<file path="src/rtl/pipe_ctrl_pkg.sv">
// Shared types and default widths for the pipeline sequencer.
package pipe_ctrl_pkg;

  localparam int PCTL_REG_IDX_W = 5;
  localparam int PCTL_CNT_W     = 32;

  typedef enum logic [0:0] {
    ST_RUN,
    ST_MEM_WAIT
  } pctl_state_e;

  typedef enum logic [1:0] {
    FWD_REG = 2'b00,
    FWD_MEM = 2'b01,
    FWD_WB  = 2'b10
  } fwd_sel_e;

endpackage

</file>
<file path="src/rtl/pipe_ctrl_if.sv">
// Stage-status inputs and pipeline-control outputs between the core datapath and pipe_ctrl.
interface pipe_ctrl_if
  import pipe_ctrl_pkg::*;
#(
  parameter int REG_IDX_W = PCTL_REG_IDX_W
);
  logic                 id_valid;
  logic [REG_IDX_W-1:0] id_rs1_ind;
  logic [REG_IDX_W-1:0] id_rs2_ind;
  logic                 id_rs1_used;
  logic                 id_rs2_used;
  logic                 ex_valid;
  logic [REG_IDX_W-1:0] ex_rs1_ind;
  logic [REG_IDX_W-1:0] ex_rs2_ind;
  logic [REG_IDX_W-1:0] ex_rd_ind;
  logic                 ex_wr_en;
  logic                 ex_is_load;
  logic                 mem_valid;
  logic [REG_IDX_W-1:0] mem_rd_ind;
  logic                 mem_wr_en;
  logic                 mem_jmp_take;
  logic                 mem_req;
  logic                 mem_ready;
  logic [REG_IDX_W-1:0] wb_rd_ind;
  logic                 wb_wr_en;

  logic     if_en;
  logic     id_en;
  logic     ex_en;
  logic     mem_en;
  logic     id_flush;
  logic     ex_flush;
  logic     mem_flush;
  logic     pc_redirect;
  fwd_sel_e fwd_a_sel;
  fwd_sel_e fwd_b_sel;

  modport master (
    output id_valid, id_rs1_ind, id_rs2_ind, id_rs1_used, id_rs2_used,
           ex_valid, ex_rs1_ind, ex_rs2_ind, ex_rd_ind, ex_wr_en, ex_is_load,
           mem_valid, mem_rd_ind, mem_wr_en, mem_jmp_take, mem_req, mem_ready,
           wb_rd_ind, wb_wr_en,
    input  if_en, id_en, ex_en, mem_en, id_flush, ex_flush, mem_flush,
           pc_redirect, fwd_a_sel, fwd_b_sel
  );

  modport slave (
    input  id_valid, id_rs1_ind, id_rs2_ind, id_rs1_used, id_rs2_used,
           ex_valid, ex_rs1_ind, ex_rs2_ind, ex_rd_ind, ex_wr_en, ex_is_load,
           mem_valid, mem_rd_ind, mem_wr_en, mem_jmp_take, mem_req, mem_ready,
           wb_rd_ind, wb_wr_en,
    output if_en, id_en, ex_en, mem_en, id_flush, ex_flush, mem_flush,
           pc_redirect, fwd_a_sel, fwd_b_sel
  );

endinterface

</file>
<file path="src/rtl/pipe_ctrl_fwd_unit.sv">
// Operand forwarding select for one execute-stage source; the younger MEM result wins over WB.
module fwd_unit
  import pipe_ctrl_pkg::*;
#(
  parameter int REG_IDX_W = PCTL_REG_IDX_W
) (
  input  logic [REG_IDX_W-1:0] ex_rs_ind,
  input  logic                 mem_valid,
  input  logic                 mem_wr_en,
  input  logic [REG_IDX_W-1:0] mem_rd_ind,
  input  logic                 wb_wr_en,
  input  logic [REG_IDX_W-1:0] wb_rd_ind,
  output fwd_sel_e             fwd_sel
);

  always_comb begin
    fwd_sel = FWD_REG;
    if (ex_rs_ind != '0) begin
      if (mem_valid && mem_wr_en && (mem_rd_ind == ex_rs_ind)) begin
        fwd_sel = FWD_MEM;
      end else if (wb_wr_en && (wb_rd_ind == ex_rs_ind)) begin
        fwd_sel = FWD_WB;
      end
    end
  end

endmodule

</file>
<file path="src/rtl/pipe_ctrl.sv">
// Pipeline sequencer: register enables/flushes, PC redirect, forwarding selects, perf counters.
//  state       | meaning
//  ST_RUN      | pipeline advancing (normal, redirect or load-use bubble)
//  ST_MEM_WAIT | data memory has not yet accepted/returned; whole pipe frozen
module pipe_ctrl
  import pipe_ctrl_pkg::*;
#(
  parameter int REG_IDX_W = PCTL_REG_IDX_W,
  parameter int CNT_W     = PCTL_CNT_W
) (
  input  logic             clk,
  input  logic             rst_n,
  pipe_ctrl_if.slave       bus,
  output logic [CNT_W-1:0] stall_cycles,
  output logic [CNT_W-1:0] flush_events
);

  pctl_state_e      state_q, state_d;
  logic [CNT_W-1:0] stall_cycles_q, stall_cycles_d;
  logic [CNT_W-1:0] flush_events_q, flush_events_d;

  logic     mem_stall, redirect, load_use, rs1_hit, rs2_hit;
  fwd_sel_e fwd_a, fwd_b;

  fwd_unit #(.REG_IDX_W(REG_IDX_W)) u_fwd_a (
    .ex_rs_ind  (bus.ex_rs1_ind),
    .mem_valid  (bus.mem_valid),
    .mem_wr_en  (bus.mem_wr_en),
    .mem_rd_ind (bus.mem_rd_ind),
    .wb_wr_en   (bus.wb_wr_en),
    .wb_rd_ind  (bus.wb_rd_ind),
    .fwd_sel    (fwd_a)
  );

  fwd_unit #(.REG_IDX_W(REG_IDX_W)) u_fwd_b (
    .ex_rs_ind  (bus.ex_rs2_ind),
    .mem_valid  (bus.mem_valid),
    .mem_wr_en  (bus.mem_wr_en),
    .mem_rd_ind (bus.mem_rd_ind),
    .wb_wr_en   (bus.wb_wr_en),
    .wb_rd_ind  (bus.wb_rd_ind),
    .fwd_sel    (fwd_b)
  );

  // The cycle mem_ready rises the access completes, so the pipe advances that same cycle.
  assign mem_stall = ((state_q == ST_MEM_WAIT) || bus.mem_req) && !bus.mem_ready;
  assign redirect  = bus.mem_valid && bus.mem_jmp_take;
  assign rs1_hit   = bus.id_rs1_used && (bus.id_rs1_ind == bus.ex_rd_ind);
  assign rs2_hit   = bus.id_rs2_used && (bus.id_rs2_ind == bus.ex_rd_ind);
  assign load_use  = bus.ex_valid && bus.ex_is_load && bus.ex_wr_en &&
                     (bus.ex_rd_ind != '0) && bus.id_valid && (rs1_hit || rs2_hit);

  always_comb begin
    state_d         = state_q;
    stall_cycles_d  = stall_cycles_q;
    flush_events_d  = flush_events_q;
    bus.if_en       = 1'b1;
    bus.id_en       = 1'b1;
    bus.ex_en       = 1'b1;
    bus.mem_en      = 1'b1;
    bus.id_flush    = 1'b0;
    bus.ex_flush    = 1'b0;
    bus.mem_flush   = 1'b0;
    bus.pc_redirect = 1'b0;
    bus.fwd_a_sel   = fwd_a;
    bus.fwd_b_sel   = fwd_b;

    if (!rst_n) begin
      state_d         = ST_RUN;
      stall_cycles_d  = '0;
      flush_events_d  = '0;
      bus.if_en       = 1'b0;
      bus.id_en       = 1'b0;
      bus.ex_en       = 1'b0;
      bus.mem_en      = 1'b0;
      bus.id_flush    = 1'b1;
      bus.ex_flush    = 1'b1;
      bus.mem_flush   = 1'b1;
      bus.fwd_a_sel   = FWD_REG;
      bus.fwd_b_sel   = FWD_REG;
    end else if (mem_stall) begin
      state_d        = ST_MEM_WAIT;
      stall_cycles_d = stall_cycles_q + CNT_W'(1);
      bus.if_en      = 1'b0;
      bus.id_en      = 1'b0;
      bus.ex_en      = 1'b0;
      bus.mem_en     = 1'b0;
    end else begin
      state_d = ST_RUN;
      if (redirect) begin
        flush_events_d  = flush_events_q + CNT_W'(1);
        bus.pc_redirect = 1'b1;
        bus.id_flush    = 1'b1;
        bus.ex_flush    = 1'b1;
      end else if (load_use) begin
        stall_cycles_d = stall_cycles_q + CNT_W'(1);
        bus.if_en      = 1'b0;
        bus.id_en      = 1'b0;
        bus.ex_flush   = 1'b1;
      end
    end
  end

  always_ff @(posedge clk) begin
    if (!rst_n) begin
      state_q        <= ST_RUN;
      stall_cycles_q <= '0;
      flush_events_q <= '0;
    end else begin
      state_q        <= state_d;
      stall_cycles_q <= stall_cycles_d;
      flush_events_q <= flush_events_d;
    end
  end

  assign stall_cycles = stall_cycles_q;
  assign flush_events = flush_events_q;

endmodule

</file>
<file path="src/flat_wrapper.sv">
// flat-port wrapper written by rule: the top's interface ports become plain ports
module pipe_ctrl_flat import pipe_ctrl_pkg::*;
#(
  parameter int REG_IDX_W = PCTL_REG_IDX_W,
  parameter int CNT_W     = PCTL_CNT_W
)
  (clk, rst_n, stall_cycles, flush_events, bus_id_valid, bus_id_rs1_ind, bus_id_rs2_ind, bus_id_rs1_used, bus_id_rs2_used, bus_ex_valid, bus_ex_rs1_ind, bus_ex_rs2_ind, bus_ex_rd_ind, bus_ex_wr_en, bus_ex_is_load, bus_mem_valid, bus_mem_rd_ind, bus_mem_wr_en, bus_mem_jmp_take, bus_mem_req, bus_mem_ready, bus_wb_rd_ind, bus_wb_wr_en, bus_if_en, bus_id_en, bus_ex_en, bus_mem_en, bus_id_flush, bus_ex_flush, bus_mem_flush, bus_pc_redirect, bus_fwd_a_sel, bus_fwd_b_sel);
  pipe_ctrl_if #(.REG_IDX_W(REG_IDX_W)) bus_i ();
  input  logic clk;
  input  logic rst_n;
  output logic [CNT_W-1:0] stall_cycles;
  output logic [CNT_W-1:0] flush_events;
  input wire logic [$bits(bus_i.id_valid)-1:0] bus_id_valid;
  input wire logic [$bits(bus_i.id_rs1_ind)-1:0] bus_id_rs1_ind;
  input wire logic [$bits(bus_i.id_rs2_ind)-1:0] bus_id_rs2_ind;
  input wire logic [$bits(bus_i.id_rs1_used)-1:0] bus_id_rs1_used;
  input wire logic [$bits(bus_i.id_rs2_used)-1:0] bus_id_rs2_used;
  input wire logic [$bits(bus_i.ex_valid)-1:0] bus_ex_valid;
  input wire logic [$bits(bus_i.ex_rs1_ind)-1:0] bus_ex_rs1_ind;
  input wire logic [$bits(bus_i.ex_rs2_ind)-1:0] bus_ex_rs2_ind;
  input wire logic [$bits(bus_i.ex_rd_ind)-1:0] bus_ex_rd_ind;
  input wire logic [$bits(bus_i.ex_wr_en)-1:0] bus_ex_wr_en;
  input wire logic [$bits(bus_i.ex_is_load)-1:0] bus_ex_is_load;
  input wire logic [$bits(bus_i.mem_valid)-1:0] bus_mem_valid;
  input wire logic [$bits(bus_i.mem_rd_ind)-1:0] bus_mem_rd_ind;
  input wire logic [$bits(bus_i.mem_wr_en)-1:0] bus_mem_wr_en;
  input wire logic [$bits(bus_i.mem_jmp_take)-1:0] bus_mem_jmp_take;
  input wire logic [$bits(bus_i.mem_req)-1:0] bus_mem_req;
  input wire logic [$bits(bus_i.mem_ready)-1:0] bus_mem_ready;
  input wire logic [$bits(bus_i.wb_rd_ind)-1:0] bus_wb_rd_ind;
  input wire logic [$bits(bus_i.wb_wr_en)-1:0] bus_wb_wr_en;
  output wire logic [$bits(bus_i.if_en)-1:0] bus_if_en;
  output wire logic [$bits(bus_i.id_en)-1:0] bus_id_en;
  output wire logic [$bits(bus_i.ex_en)-1:0] bus_ex_en;
  output wire logic [$bits(bus_i.mem_en)-1:0] bus_mem_en;
  output wire logic [$bits(bus_i.id_flush)-1:0] bus_id_flush;
  output wire logic [$bits(bus_i.ex_flush)-1:0] bus_ex_flush;
  output wire logic [$bits(bus_i.mem_flush)-1:0] bus_mem_flush;
  output wire logic [$bits(bus_i.pc_redirect)-1:0] bus_pc_redirect;
  output wire logic [$bits(bus_i.fwd_a_sel)-1:0] bus_fwd_a_sel;
  output wire logic [$bits(bus_i.fwd_b_sel)-1:0] bus_fwd_b_sel;
  assign bus_i.id_valid = bus_id_valid;
  assign bus_i.id_rs1_ind = bus_id_rs1_ind;
  assign bus_i.id_rs2_ind = bus_id_rs2_ind;
  assign bus_i.id_rs1_used = bus_id_rs1_used;
  assign bus_i.id_rs2_used = bus_id_rs2_used;
  assign bus_i.ex_valid = bus_ex_valid;
  assign bus_i.ex_rs1_ind = bus_ex_rs1_ind;
  assign bus_i.ex_rs2_ind = bus_ex_rs2_ind;
  assign bus_i.ex_rd_ind = bus_ex_rd_ind;
  assign bus_i.ex_wr_en = bus_ex_wr_en;
  assign bus_i.ex_is_load = bus_ex_is_load;
  assign bus_i.mem_valid = bus_mem_valid;
  assign bus_i.mem_rd_ind = bus_mem_rd_ind;
  assign bus_i.mem_wr_en = bus_mem_wr_en;
  assign bus_i.mem_jmp_take = bus_mem_jmp_take;
  assign bus_i.mem_req = bus_mem_req;
  assign bus_i.mem_ready = bus_mem_ready;
  assign bus_i.wb_rd_ind = bus_wb_rd_ind;
  assign bus_i.wb_wr_en = bus_wb_wr_en;
  assign bus_if_en = bus_i.if_en;
  assign bus_id_en = bus_i.id_en;
  assign bus_ex_en = bus_i.ex_en;
  assign bus_mem_en = bus_i.mem_en;
  assign bus_id_flush = bus_i.id_flush;
  assign bus_ex_flush = bus_i.ex_flush;
  assign bus_mem_flush = bus_i.mem_flush;
  assign bus_pc_redirect = bus_i.pc_redirect;
  assign bus_fwd_a_sel = bus_i.fwd_a_sel;
  assign bus_fwd_b_sel = bus_i.fwd_b_sel;
  pipe_ctrl #(.REG_IDX_W(REG_IDX_W), .CNT_W(CNT_W)) u_core (.clk(clk), .rst_n(rst_n), .bus(bus_i), .stall_cycles(stall_cycles), .flush_events(flush_events));
endmodule
</file>
<file path="config.mk">
export PLATFORM = sky130hd
export DESIGN_NAME = pipe_ctrl_flat
export DESIGN_NICKNAME = d
export VERILOG_FILES = /design/src/rtl/pipe_ctrl_pkg.sv /design/src/rtl/pipe_ctrl_if.sv /design/src/rtl/pipe_ctrl_fwd_unit.sv /design/src/rtl/pipe_ctrl.sv /design/src/flat_wrapper.sv
export SDC_FILE = /design/constraint.sdc
export NUM_CORES = 1
export LEC_CHECK = 0
export CORE_UTILIZATION = 49
export CTS_CLUSTER_SIZE = 16
export DETAILED_ROUTE_END_ITERATION = 6
export PLACE_DENSITY_LB_ADDON = 0.25
export SYNTH_ARGS = -nofsm -noshare
export SYNTH_HDL_FRONTEND = slang
export SYNTH_HIERARCHICAL = 1
export SYNTH_SLANG_ARGS = --single-unit
</file>
<file path="constraint.sdc">
create_clock -name clk -period 5.7 [get_ports clk]
set_input_delay 0.855 -clock clk [delete_from_list [all_inputs] [get_ports clk]]
set_output_delay 0.855 -clock clk [all_outputs]
set_load 0.005 [all_outputs]
</file>
## Yosys cells after proc, flatten, opt, wreduce, memory -nomap -nowiden

Index checks and enable logic that the tools add are counted.

| cells by class | value |
|---|---|
| add/subtract/negate cells | 2 |
| eq/ne operators | 7 |
| multiplexer cells | 27 |
| bitwise logic cells | 1 |
| reduce and logical (&&, ||, !) cells | 23 |

Operators by type and width:

| cell | count |
|---|---|
| $mux 32 | 3 |
| $add 32x1->32 const B | 2 |
| $eq 5x5->1 | 6 |
| $mux 1 | 16 |
| $mux 2 | 8 |
| $reduce_bool 5->1 | 3 |
| $logic_and 1x1->1 | 14 |
| $reduce_and 2->1 | 2 |
| $logic_or 1x1->1 | 2 |
| $ne 2x1->1 const B | 1 |
| $reduce_bool 2->1 | 1 |
| $logic_not 1->1 | 1 |
| $not 1->1 | 1 |

| storage, ports and cells | value |
|---|---|
| flip-flop bits (word level) | 65 |
| bits of input ports | 49 |
| output and inout bits | 76 |
| logic and storage cells | 63 |

## Logic depth before layout (Yosys ltp)

| logic depth | value |
|---|---|
| word-level depth | 9 |
| gate-level depth with buffers | 8 |

## Cells and area by module

Netlist, hierarchy kept.

Modules (own cells, without submodules):

| module | times used | cells an instance | area each (um^2) |
|---|---|---|---|
| pipe_ctrl | 1 | 393 | 3,270.6 |
| fwd_unit | 2 | 18 | 136.4 |

## Least setup slack after synthesis

No wires, ideal clock.

| timing path | value |
|---|---|
| path type | input to output |
| start point | input port bus_mem_req |
| end point | output port bus_if_en |
| arrival time | 2.125 ns |
| required time | 4.845 ns |
| path slack | 2.720 ns |
| stages | 7 |
| buffers on the path | 4 |
| cell sequence | o21ba_2 buf_2 a31oi_2 buf_2 buf_2 and2_1 buf_4 |

| on the way | value |
|---|---|
| longest elaborated chain between the ends | 4 |

Ends and longest elaborated chain:

| element | RTL line | text |
|---|---|---|
| start, declared | flat_wrapper.sv:28 | `input wire logic [$bits(bus_i.mem_req)-1:0] bus_mem_req;` |
| $logic_or 1x1->1 | pipe_ctrl.sv:46 | `assign mem_stall = ((state_q == ST_MEM_WAIT) \|\| bus.mem_req) && !bus.mem_ready;` |
| $logic_and 1x1->1 | pipe_ctrl.sv:46 |  |
| $mux 1 (2 in a row) | - |  |
| end, declared | flat_wrapper.sv:32 | `output wire logic [$bits(bus_i.if_en)-1:0] bus_if_en;` |

Every way passes these cells.

## Worst setup path after layout

| timing path | value |
|---|---|
| start point | input port rst_n |
| end point | output port bus_mem_flush |

| on the way | value |
|---|---|
| longest elaborated chain between the ends | 1 |

Ends and longest elaborated chain:

| element | RTL line | text |
|---|---|---|
| start, declared | flat_wrapper.sv:10 | `input logic rst_n;` |
| $mux 1 | pipe_ctrl.sv:68 | `if (!rst_n) begin` |
| end, declared | flat_wrapper.sv:38 | `output wire logic [$bits(bus_i.mem_flush)-1:0] bus_mem_flush;` |

Every way passes these cells.

==> flow_metrics.env <==
export IMPL_tritoncts="built"
export IMPL_synthAdderAreaFrac_pct=0.706
export IMPL_netlist_top_cells_area="dfxtp_1 (37%), xor2_1 (7.9%), xnor2_1 (6.4%), nand4_1 (5.3%), or3_1 (4.9%)"
export IMPL_grt_ovfl_total=0
export IMPL_synth_area_leader_cell="dfxtp_1"
export IMPL_yosysMostFrequentCell="dfxtp_1"
export IMPL_grtUsageMet1_pct=30.7
export IMPL_track_usage_pct=25.7
export IMPL_diodes=0
export IMPL_cp_data_arrival_time_ns=2.76
export IMPL_hold_violations=0
export IMPL_h_tree_depth=3
export IMPL_ir_drop_mv=0.107
export IMPL_synthCells=429
export IMPL_path_clk_slew_ns=0.06
export IMPL_top_usage_layer="met2"
export IMPL_start_util_pct=51.3
export IMPL_gr_usage_met2_pct=44.1
export IMPL_relSlewSlack_pct=55.1
export IMPL_grt_met3_usage_pct=6.07
export IMPL_cp_cell_sequence="clkdlybuf4s50_1 -> inv_2 -> buf_4 -> clkdlybuf4s50_1"
export IMPL_ys_ff_latch=65
export IMPL_critPathBufInv=4
export IMPL_vias_per_cell=5.60
export IMPL_dpl_cell_area_um2=4820
export IMPL_wl_mm=9.38
export IMPL_syn_area_per_cell_um2=8.26
export IMPL_cts_root_buffer="clkbuf_8"
export IMPL_synthSimpleGateAreaFrac_pct=32.1
export IMPL_final_antenna_net_count=0
export IMPL_finalSetupViolCount=0
export IMPL_drc=0
export IMPL_cpMaxStageDelayCell="clkdlybuf4s50_1"
export IMPL_maxSlewViolCount=0
export IMPL_fin_crit_ns=3.62
export IMPL_rsz0062_at_grt="false"
export IMPL_worstSetupPathType="in -> out"
export IMPL_cp_start_kind="primary input"
export IMPL_drive_gt1_share_pct=6.03
export IMPL_yosysUniqueCellTypes=43
export IMPL_cts_made_buffers=9
export IMPL_hp_class="reg -> reg"
export IMPL_synth_edff_count=0
export IMPL_worst_slew_pin_slew_ns=0.673
export IMPL_core_um2=6910
export IMPL_cts_sinks=65
export IMPL_synthDominantCellAreaShare_pct=36.7
export IMPL_endpoint_kind="output pin"
export IMPL_ys_flop_type="dfxtp_1"
export IMPL_ys_warn_count=6
export IMPL_hold_depth=2
export IMPL_fin_crit_sh_pct=63.5
export IMPL_cp_num_cells=4
export IMPL_wire_per_inst_um=14.6
export IMPL_netlist_area_um2=3540
export IMPL_reg2regPathDepth=6
export IMPL_postCtsSetupRepairBufs=0
export IMPL_post_cts_resized=0
export IMPL_antenna_found_initial=0
export IMPL_syn_num_nets=480
export IMPL_cp_common_cell="clkdlybuf4s50_1"
export IMPL_p_leak_uw=0.00163
export IMPL_postSynth_asyncResetShare_pct=0
export IMPL_dp_hpwl_mm=6.83
export IMPL_drt_iter0_markers=154
export IMPL_ys_seq_area_share_pct=36.7
export IMPL_required_ns=4.85
export IMPL_dr_total_vias=3600
export IMPL_cp_top_family="buffers and inverters"
export IMPL_fin_area_um2=5010
export IMPL_io_buffers=124
export IMPL_status="finished, final reports clean"
export IMPL_yosys_top_cells_count="dfxtp_1 (65), nor2_1 (39), a21oi_1 (34), xor2_1 (32), nand4_1 (30)"
export IMPL_grt_pass1_wl_mm=15.3
export IMPL_path_max_fanout=65
export IMPL_synth_mux_area_share_pct=0.565
export IMPL_layout_nets=593
export IMPL_max_freq_ghz=0.276
export IMPL_synth_compound_area_share_pct=12.2
export IMPL_place_gp_congestion=0.851
export IMPL_rows=30
export IMPL_ios=125
export IMPL_die_y_um=87.0
export IMPL_clock_skew_ns=0.00946
export IMPL_synth_top_family_by_area="simple AND/OR/NAND/NOR gates"
export IMPL_drt_pass1_iterations=4
export IMPL_dieArea_um2=7580
export IMPL_p_per_area_nw_per_um2=190
export IMPL_max_stage_delay_ns=0.63
export IMPL_grt_max_degree=66
export IMPL_cts_buffer_depth=2
export IMPL_synth_xor_area_share_pct=14.3
export IMPL_tns_ns=0
export IMPL_maxCapViolations=0
export IMPL_clk_latency_ns=0.33
export IMPL_postCtsHoldBufs=0
export IMPL_area_growth_pct=41.5
export IMPL_grt_pass1_vias=3358
export IMPL_die_width_um=87.0
logic make-up (layout without fill, tap and decap cells):
| logic type | count (synthesis) | count (layout) |
|---|---|---|
| simple gates | 200 | 200 |
| xor+xnor | 58 | 58 |
| flops | 65 | 65 |
| mux | 2 | 2 |
| fa+ha+maj | 2 | 2 |
| buf+inv | 27 | 145 |
| compound gates | 75 | 75 |
path summary, 6_finish.rpt:
kind	from	end	slack, ns
worst max-delay path	rst_n	bus_mem_flush	2.08
worst min-delay path	u_core/stall_cycles[30]	u_core/stall_cycles[30]	0.50
worst max register to register	u_core/stall_cycles[2]	u_core/stall_cycles[29]	3.29
worst min register to register	u_core/stall_cycles[30]	u_core/stall_cycles[30]	0.50
per-layer routing:
metal | routed length, µm | up-vias
li1 | - | 1776
met1 | 3970 | 1671
met2 | 4670 | 142
met3 | 603 | 11
met4 | 128 | 0
met5 | 0 | -
power breakdown:
group	switching [µW]	internal [µW]	total, µW
sequential	2.45	456	459
clock	177	211	388
combinational	46.4	59.1	106
total	226	726	952
worst register-to-register path: cells and delay by family, from the launching register on:
family             cells  cell delay, ns
AOI/OAI and AO/OA      1            0.15
DFF                    1            0.43
and+or+nand+nor        5            1.75
cell type report:
class,count,area [µm²]
multi-input combinational,337,2130
fill,538,1890
sequential,65,1300
clock inverter,6,57.6
clock buffer,10,138
tap,96,120
inverter,3,11.3
timing repair buffer,126,1260
registers in the layout, indices dropped and copies added, names as in the netlist:
| name | cells |
|---|---|
| u_core/state_q | 1 |
| u_core/flush_events | 32 |
| u_core/stall_cycles | 32 |
per-stage QoR:
| stage | power (µW) | utilization (%) | hold slack [ns] | cells | setup slack, ns |
|---|---|---|---|---|---|
| after floorplan | 516 | - | 0.472 | 429 | 2.72 |
| after global placement | 573 | 69.8 | 0.471 | 627 | 2.08 |
| after detailed placement | 575 | 69.8 | 0.488 | 627 | 2.06 |
| after CTS | 958 | 72.6 | 0.498 | 643 | 2.05 |
| after global routing | 993 | 72.6 | 0.529 | 643 | 1.95 |
| final | 952 | 72.6 | 0.497 | 643 | 2.08 |
cells in the final DEF (no fill, tap or decap), drive strengths merged, types with 25 or more instances in the layout:
master	Yosys	layout
xor2	32	32
nand2	25	25
o21ai	25	25
dfxtp	65	65
a21oi	34	34
xnor2	26	26
or3	28	28
nor2	41	41
clkdlybuf4s50	0	124
nand4	31	31
Power figures use the tool's default switching activity.
==> patch 1, RTL diff (same settings) <==
Set the package constant `PCTL_CNT_W` to 16 (it was 32).
--- a/src/rtl/pipe_ctrl_pkg.sv
+++ b/src/rtl/pipe_ctrl_pkg.sv
@@ -4,3 +4,3 @@
   localparam int PCTL_REG_IDX_W = 5;
-  localparam int PCTL_CNT_W     = 32;
+  localparam int PCTL_CNT_W     = 16;
 
Interface: changed (resized flush_events and stall_cycles); port bits go from 125 to 93. No check against the original RTL was run, so the function may have changed too.
==> patch 1 against the original RTL <==
Sequential share of layout area is 5.8 points lower; first-iteration DRC count is 15% lower; combinational power is 7% lower; wire length is 39% lower; die area is 36% lower; critical path depth is 4 higher; total power is 47% lower; design area is 35% lower; worst setup slack worse by 0.34 ns; area after synthesis is 36% lower; sequential cell count is 32 lower; count of clock-buffer cells in the layout is 5 lower; critical path type unchanged; highest routed layer unchanged.
==> patch 1: results (changes against the original RTL) <==
Route
  – Via count: 2,328 (-35%)
  – Initial DRC Count: 131 (-15%)
  – Drt pass-1 iters: 5 (+1)
  – Via density: 5.49 (-1.9%)
  – DR WL/cell: 13.5 µm (-7.6%)

Synthesis
  – Synth top cells by count: nand2_1, dfxtp_1, nor2_1, xor2_1, xnor2_1
  – Yosys warning count: 6 (unchanged)
  – Distinct cell type count after synthesis: 37 (-14%)
  – Post-synthesis net count: 333 (-31%)
  – Main area contributors after synthesis: dfxtp_1, xor2_1, mux2i_1
  – Seq/Total Area, Yosys: 0.293 (-0.0745)
  – Ys async rst share: 0 (unchanged)
  – Synth Instances: 282 (-34%)

Worst setup path
  – Slowest CP cell: clkdlybuf4s50_1
  – Peak fanout along the critical path: 16 (-75%)
  – Crit-path max cell delay: 0.54 ns (-0.09 ns)
  – Crit path DAT: 3.10 ns (+0.34 ns)

Min path
  – Hold crit path type: reg2reg

Finish
  – Diodes inserted: 0 (unchanged)
  – Share of layout cells above drive strength 1: 0.0457 (-0.0146)
  – # nets final: 422 (-29%)
  – Fillcell total: 337 (-37%)

Place
  – Post-DP Area: 3190 µm² (-34%)
  – Port bufs: 92 (-26%)
  – Pre-CTS setup slack: 1.78 ns (-0.281 ns)
  – Final GP Congestion: 0.776 (-8.8%)
  – DP HPWL: 4.43 mm (-35%)

Clocking
  – Postcts setup bufs: 0 (unchanged)
  – CTS Buf Count: 5 (-4)
  – Clock latency on the worst-skew pair: 0.28 ns (-0.05 ns)
  – Max H-tree Level: 2 (-1)
  – CTS Buffer Depth: 2 (unchanged)
  – Post-CTS sizing: 0 (unchanged)
  – Clock Root Buffer: clkbuf_8

Global routing
  – Total Routing Usage GR: 0.230 (-0.0266)
  – Largest net degree at the start of global routing: 39 (-41%)
  – Initial antenna violation count: 0 (unchanged)
  – Remaining Overflow, GRT: 0 (unchanged)
  – Vias in the first global route: 2,187 (-35%)
  – First-pass GRT wire length: 9.31 mm (-39%)

STA
  – Slew Limit Headroom: 0.537 (-0.0145)
  – Clock skew: 0.00408 ns (-0.00539 ns)

Pwr
  – VDD IR-drop max: 0.000118 V (+9.7%)
  – Leak: 1.13 nW (-31%)

Run status
  – Outcome: completed
-- patch 1: cell count changes in the layout (fill, tap and decap cells not counted), moves of 8 or more --
| cell | change |
|---|---|
| a21oi_1 | -29 |
| clkdlybuf4s50_1 | -32 |
| dfxtp_1 | -32 |
| mux2i_1 | +14 |
| nand2_1 | +17 |
| nand2b_1 | +13 |
| nand3_1 | -9 |
| nand4_1 | -14 |
| nor2_1 | -15 |
| o21ai_0 | -19 |
| or3_1 | -24 |
| or4_1 | -8 |
| xnor2_1 | -8 |
| xor2_1 | -8 |
-- patch 1: layer usage --
metal  track usage  up-vias  wire length, µm
met5             0        -                0
met4        0.0822        0              125
met3        0.0548       15              330
met2         0.402       82             2820
met1         0.274     1066             2440
li1              -     1165                -
-- patch 1: logic make-up after synthesis --
| family | after synthesis | share of synthesized area |
|---|---|---|
| flip-flops | 33 | 0.293 |
| buffers and inverters | 19 | 0.0399 |
| multiplexers | 16 | 0.0710 |
| AND/OR/NAND/NOR | 141 | 0.321 |
| XOR/XNOR | 42 | 0.163 |
| AO/OA/AOI/OAI | 29 | 0.101 |
| adder cells (fa/ha/maj) | 2 | 0.0111 |
-- patch 1: cell type report --
type                            count  area [µm²]  area share
Clock inverter                      3        17.5     0.00534
Multi-Input combinational cell    230        1510       0.459
Sequential cell                    33         661       0.201
Timing Repair Buffer               94         936       0.285
Tap cell                           52        65.1      0.0198
Inverter                            7        26.3     0.00801
Clock buffer                        5        68.8      0.0210
-- patch 1: worst paths after layout --
check / slack, ns / start / endpoint / cells after the start
setup / recovery: 1.74 / bus_ex_rd_ind[3] / bus_ex_flush / 8
hold / removal: 0.47 / u_core/stall_cycles[15]$_SDFFE_PN0P_ / u_core/stall_cycles[15]$_SDFFE_PN0P_ / 2
setup reg to reg: 3.55 / u_core/stall_cycles[2]$_SDFFE_PN0P_ / u_core/stall_cycles[10]$_SDFFE_PN0P_ / 5
hold reg to reg: 0.47 / u_core/stall_cycles[15]$_SDFFE_PN0P_ / u_core/stall_cycles[15]$_SDFFE_PN0P_ / 2
-- patch 1: critical path: cells and delay by family --
kind	cells	cell delay [ns]
buffers and inverters	3	1.22
AND/OR/NAND/NOR	2	0.48
XOR/XNOR	1	0.19
AO/OA/AOI/OAI	2	0.36
-- patch 1: report_power, final --
| part | switching (mW) | internal (mW) |
|---|---|---|
| registers | 0.00318 | 0.233 |
| logic | 0.0405 | 0.0580 |
| clock network | 0.0888 | 0.0842 |
| total | 0.133 | 0.375 |
==> patch 2, RTL diff (same settings) <==
Made on the original files. Make the reset (`rst_n`) asynchronous in one clocked block.
--- a/src/rtl/pipe_ctrl.sv
+++ b/src/rtl/pipe_ctrl.sv
@@ -103,3 +103,3 @@
 
-  always_ff @(posedge clk) begin
+  always_ff @(posedge clk or negedge rst_n) begin
     if (!rst_n) begin
Behaviour: differs if rst_n is asserted again (counterexample within 4 cycles, from zero or initial values and one cycle with rst_n low); with rst_n held inactive, the same outputs for 4 cycles.
==> patch 2 against the original RTL <==
Sequential cell count unchanged; die area up 7.3%; sequential power up 2%; area after synthesis up 7.5%; total power up 4.9%; design area up 6.1%; register-to-register slack better by 0.15 ns; sequential share of layout area up 4.6 points; worst setup slack worse by 0.22 ns; wire length up 4.0%.
==> patch 2: results (changes against the original RTL) <==
Global routing
  – First-pass GRT wire length: 16.0 mm (+4.1%)
  – Initial antenna violation count: 0 (unchanged)
  – Largest net degree at the start of global routing: 53 (-20%)
  – Total Routing Usage GR: 0.242 (-0.0151)
  – Vias in the first global route: 3,461 (+3.1%)

Place
  – DP HPWL: 7.03 mm (+3.0%)
  – Final GP Congestion: 0.973 (+14%)

Pwr
  – VDD IR-drop max: 0.000142 V (+32%)
  – Leak: 2.03 nW (+25%)

Finish
  – Share of layout cells above drive strength 1: 0.0563 (-0.00404)
  – # nets final: 579 (-2.4%)
  – Fillcell total: 563 (+4.6%)

Synthesis
  – Distinct cell type count after synthesis: 47 (+9.3%)
  – Dominant synthesized flop cell: dfrtp_1
  – Main area contributors after synthesis: dfrtp_1, xnor2_1, xor2_1
  – Synth top cells by count: dfrtp_1, nor2_1, nand2_1
  – Post-synthesis net count: 457 (-4.8%)
  – Ys async rst share: 1.00 (+1.00)
  – Seq/Total Area, Yosys: 0.427 (+0.0600)

Clocking
  – Post-CTS sizing: 0 (unchanged)
  – CTS Buffer Depth: 2 (unchanged)
  – Clock Root Buffer: clkbuf_8
  – Max H-tree Level: 3 (unchanged)
  – Clock latency on the worst-skew pair: 0.33 ns (about the same)

Route
  – DR WL/cell: 15.4 µm (+5.8%)
  – Drt pass-1 iters: 4 (unchanged)
  – Initial DRC Count: 148 (-3.9%)
  – Via count: 3,620 (+0.56%)

STA
  – Slew Limit Headroom: 0.184 (-0.367)
  – Clock skew: 0.00605 ns (-0.00342 ns)

Run status
  – Outcome: completed

Min path
  – Hold crit path type: in2async

Worst setup path
  – Crit path DAT: 2.98 ns (+0.22 ns)
  – Peak fanout along the critical path: 52 (-20%)
==> patch 2: layout make-up <==
class | instances | area [µm²] | area share
Multi-Input combinational cell | 320 | 2080 | 0.391
Inverter | 6 | 22.5 | 0.00423
Tap cell | 99 | 124 | 0.0233
Sequential cell | 65 | 1630 | 0.306
Timing Repair Buffer | 126 | 1250 | 0.236
Clock buffer | 10 | 128 | 0.0240
Clock inverter | 6 | 82.6 | 0.0155
==> patch 2: metal layers <==
layer / part of all wire / global-route usage / up-vias
met4: 0.0092 / 0.0793 / 0
met1: 0.41 / 0.288 / 1747
met2: 0.52 / 0.431 / 137
met3: 0.068 / 0.0533 / 8
met5: 0 / 0 / -
li1: - / - / 1728
==> patch 2: through the flow <==
step	cell area, µm²	worst slack [ns]	instances
2_1_floorplan	3810	3.04	406
3_3_place_gp	5110	1.86	616
3_5_place_dp	5110	1.86	616
4_1_cts	5320	1.81	632
5_1_grt	5320	1.59	632
6_report	5320	1.86	632
==> patch 2: worst paths after layout <==
check,slack (ns),from,to
worst min register to register,0.54,u_core/stall_cycles[11]$_DFFE_PN0P_,u_core/stall_cycles[11]$_DFFE_PN0P_
worst min-delay path,0.48,rst_n,u_core/stall_cycles[21]$_DFFE_PN0P_
max in group asynchronous,4.29,rst_n,u_core/stall_cycles[15]$_DFFE_PN0P_
min in group clk,0.54,u_core/stall_cycles[11]$_DFFE_PN0P_,u_core/stall_cycles[11]$_DFFE_PN0P_
worst max-delay path,1.86,rst_n,bus_if_en
worst max register to register,3.44,u_core/state_q$_DFF_PN0_,u_core/flush_events[31]$_DFFE_PN0P_
==> patch 2: cells by family after synthesis <==
logic type | share of synthesized area
AOI/OAI and AO/OA | 0.125
xor gates and xnor gates | 0.138
adders and majority gates | 0.00657
buffers and inverters | 0.0260
DFF | 0.427
muxes | 0.00822
and+or+nand+nor | 0.269
==> patch 2: power breakdown <==
group | switching [mW] | internal [mW] | total, mW
combinational | 0.0585 | 0.0589 | 0.117
clock | 0.171 | 0.244 | 0.415
sequential | 0.00347 | 0.463 | 0.467
==> patch 2: critical path, cell delays in order <==
cell and delay, ns:
buf_4 0.40, clkinv_1 0.17, buf_4 0.32, nor2_1 0.25, a21boi_0 0.38, clkdlybuf4s50_1 0.58
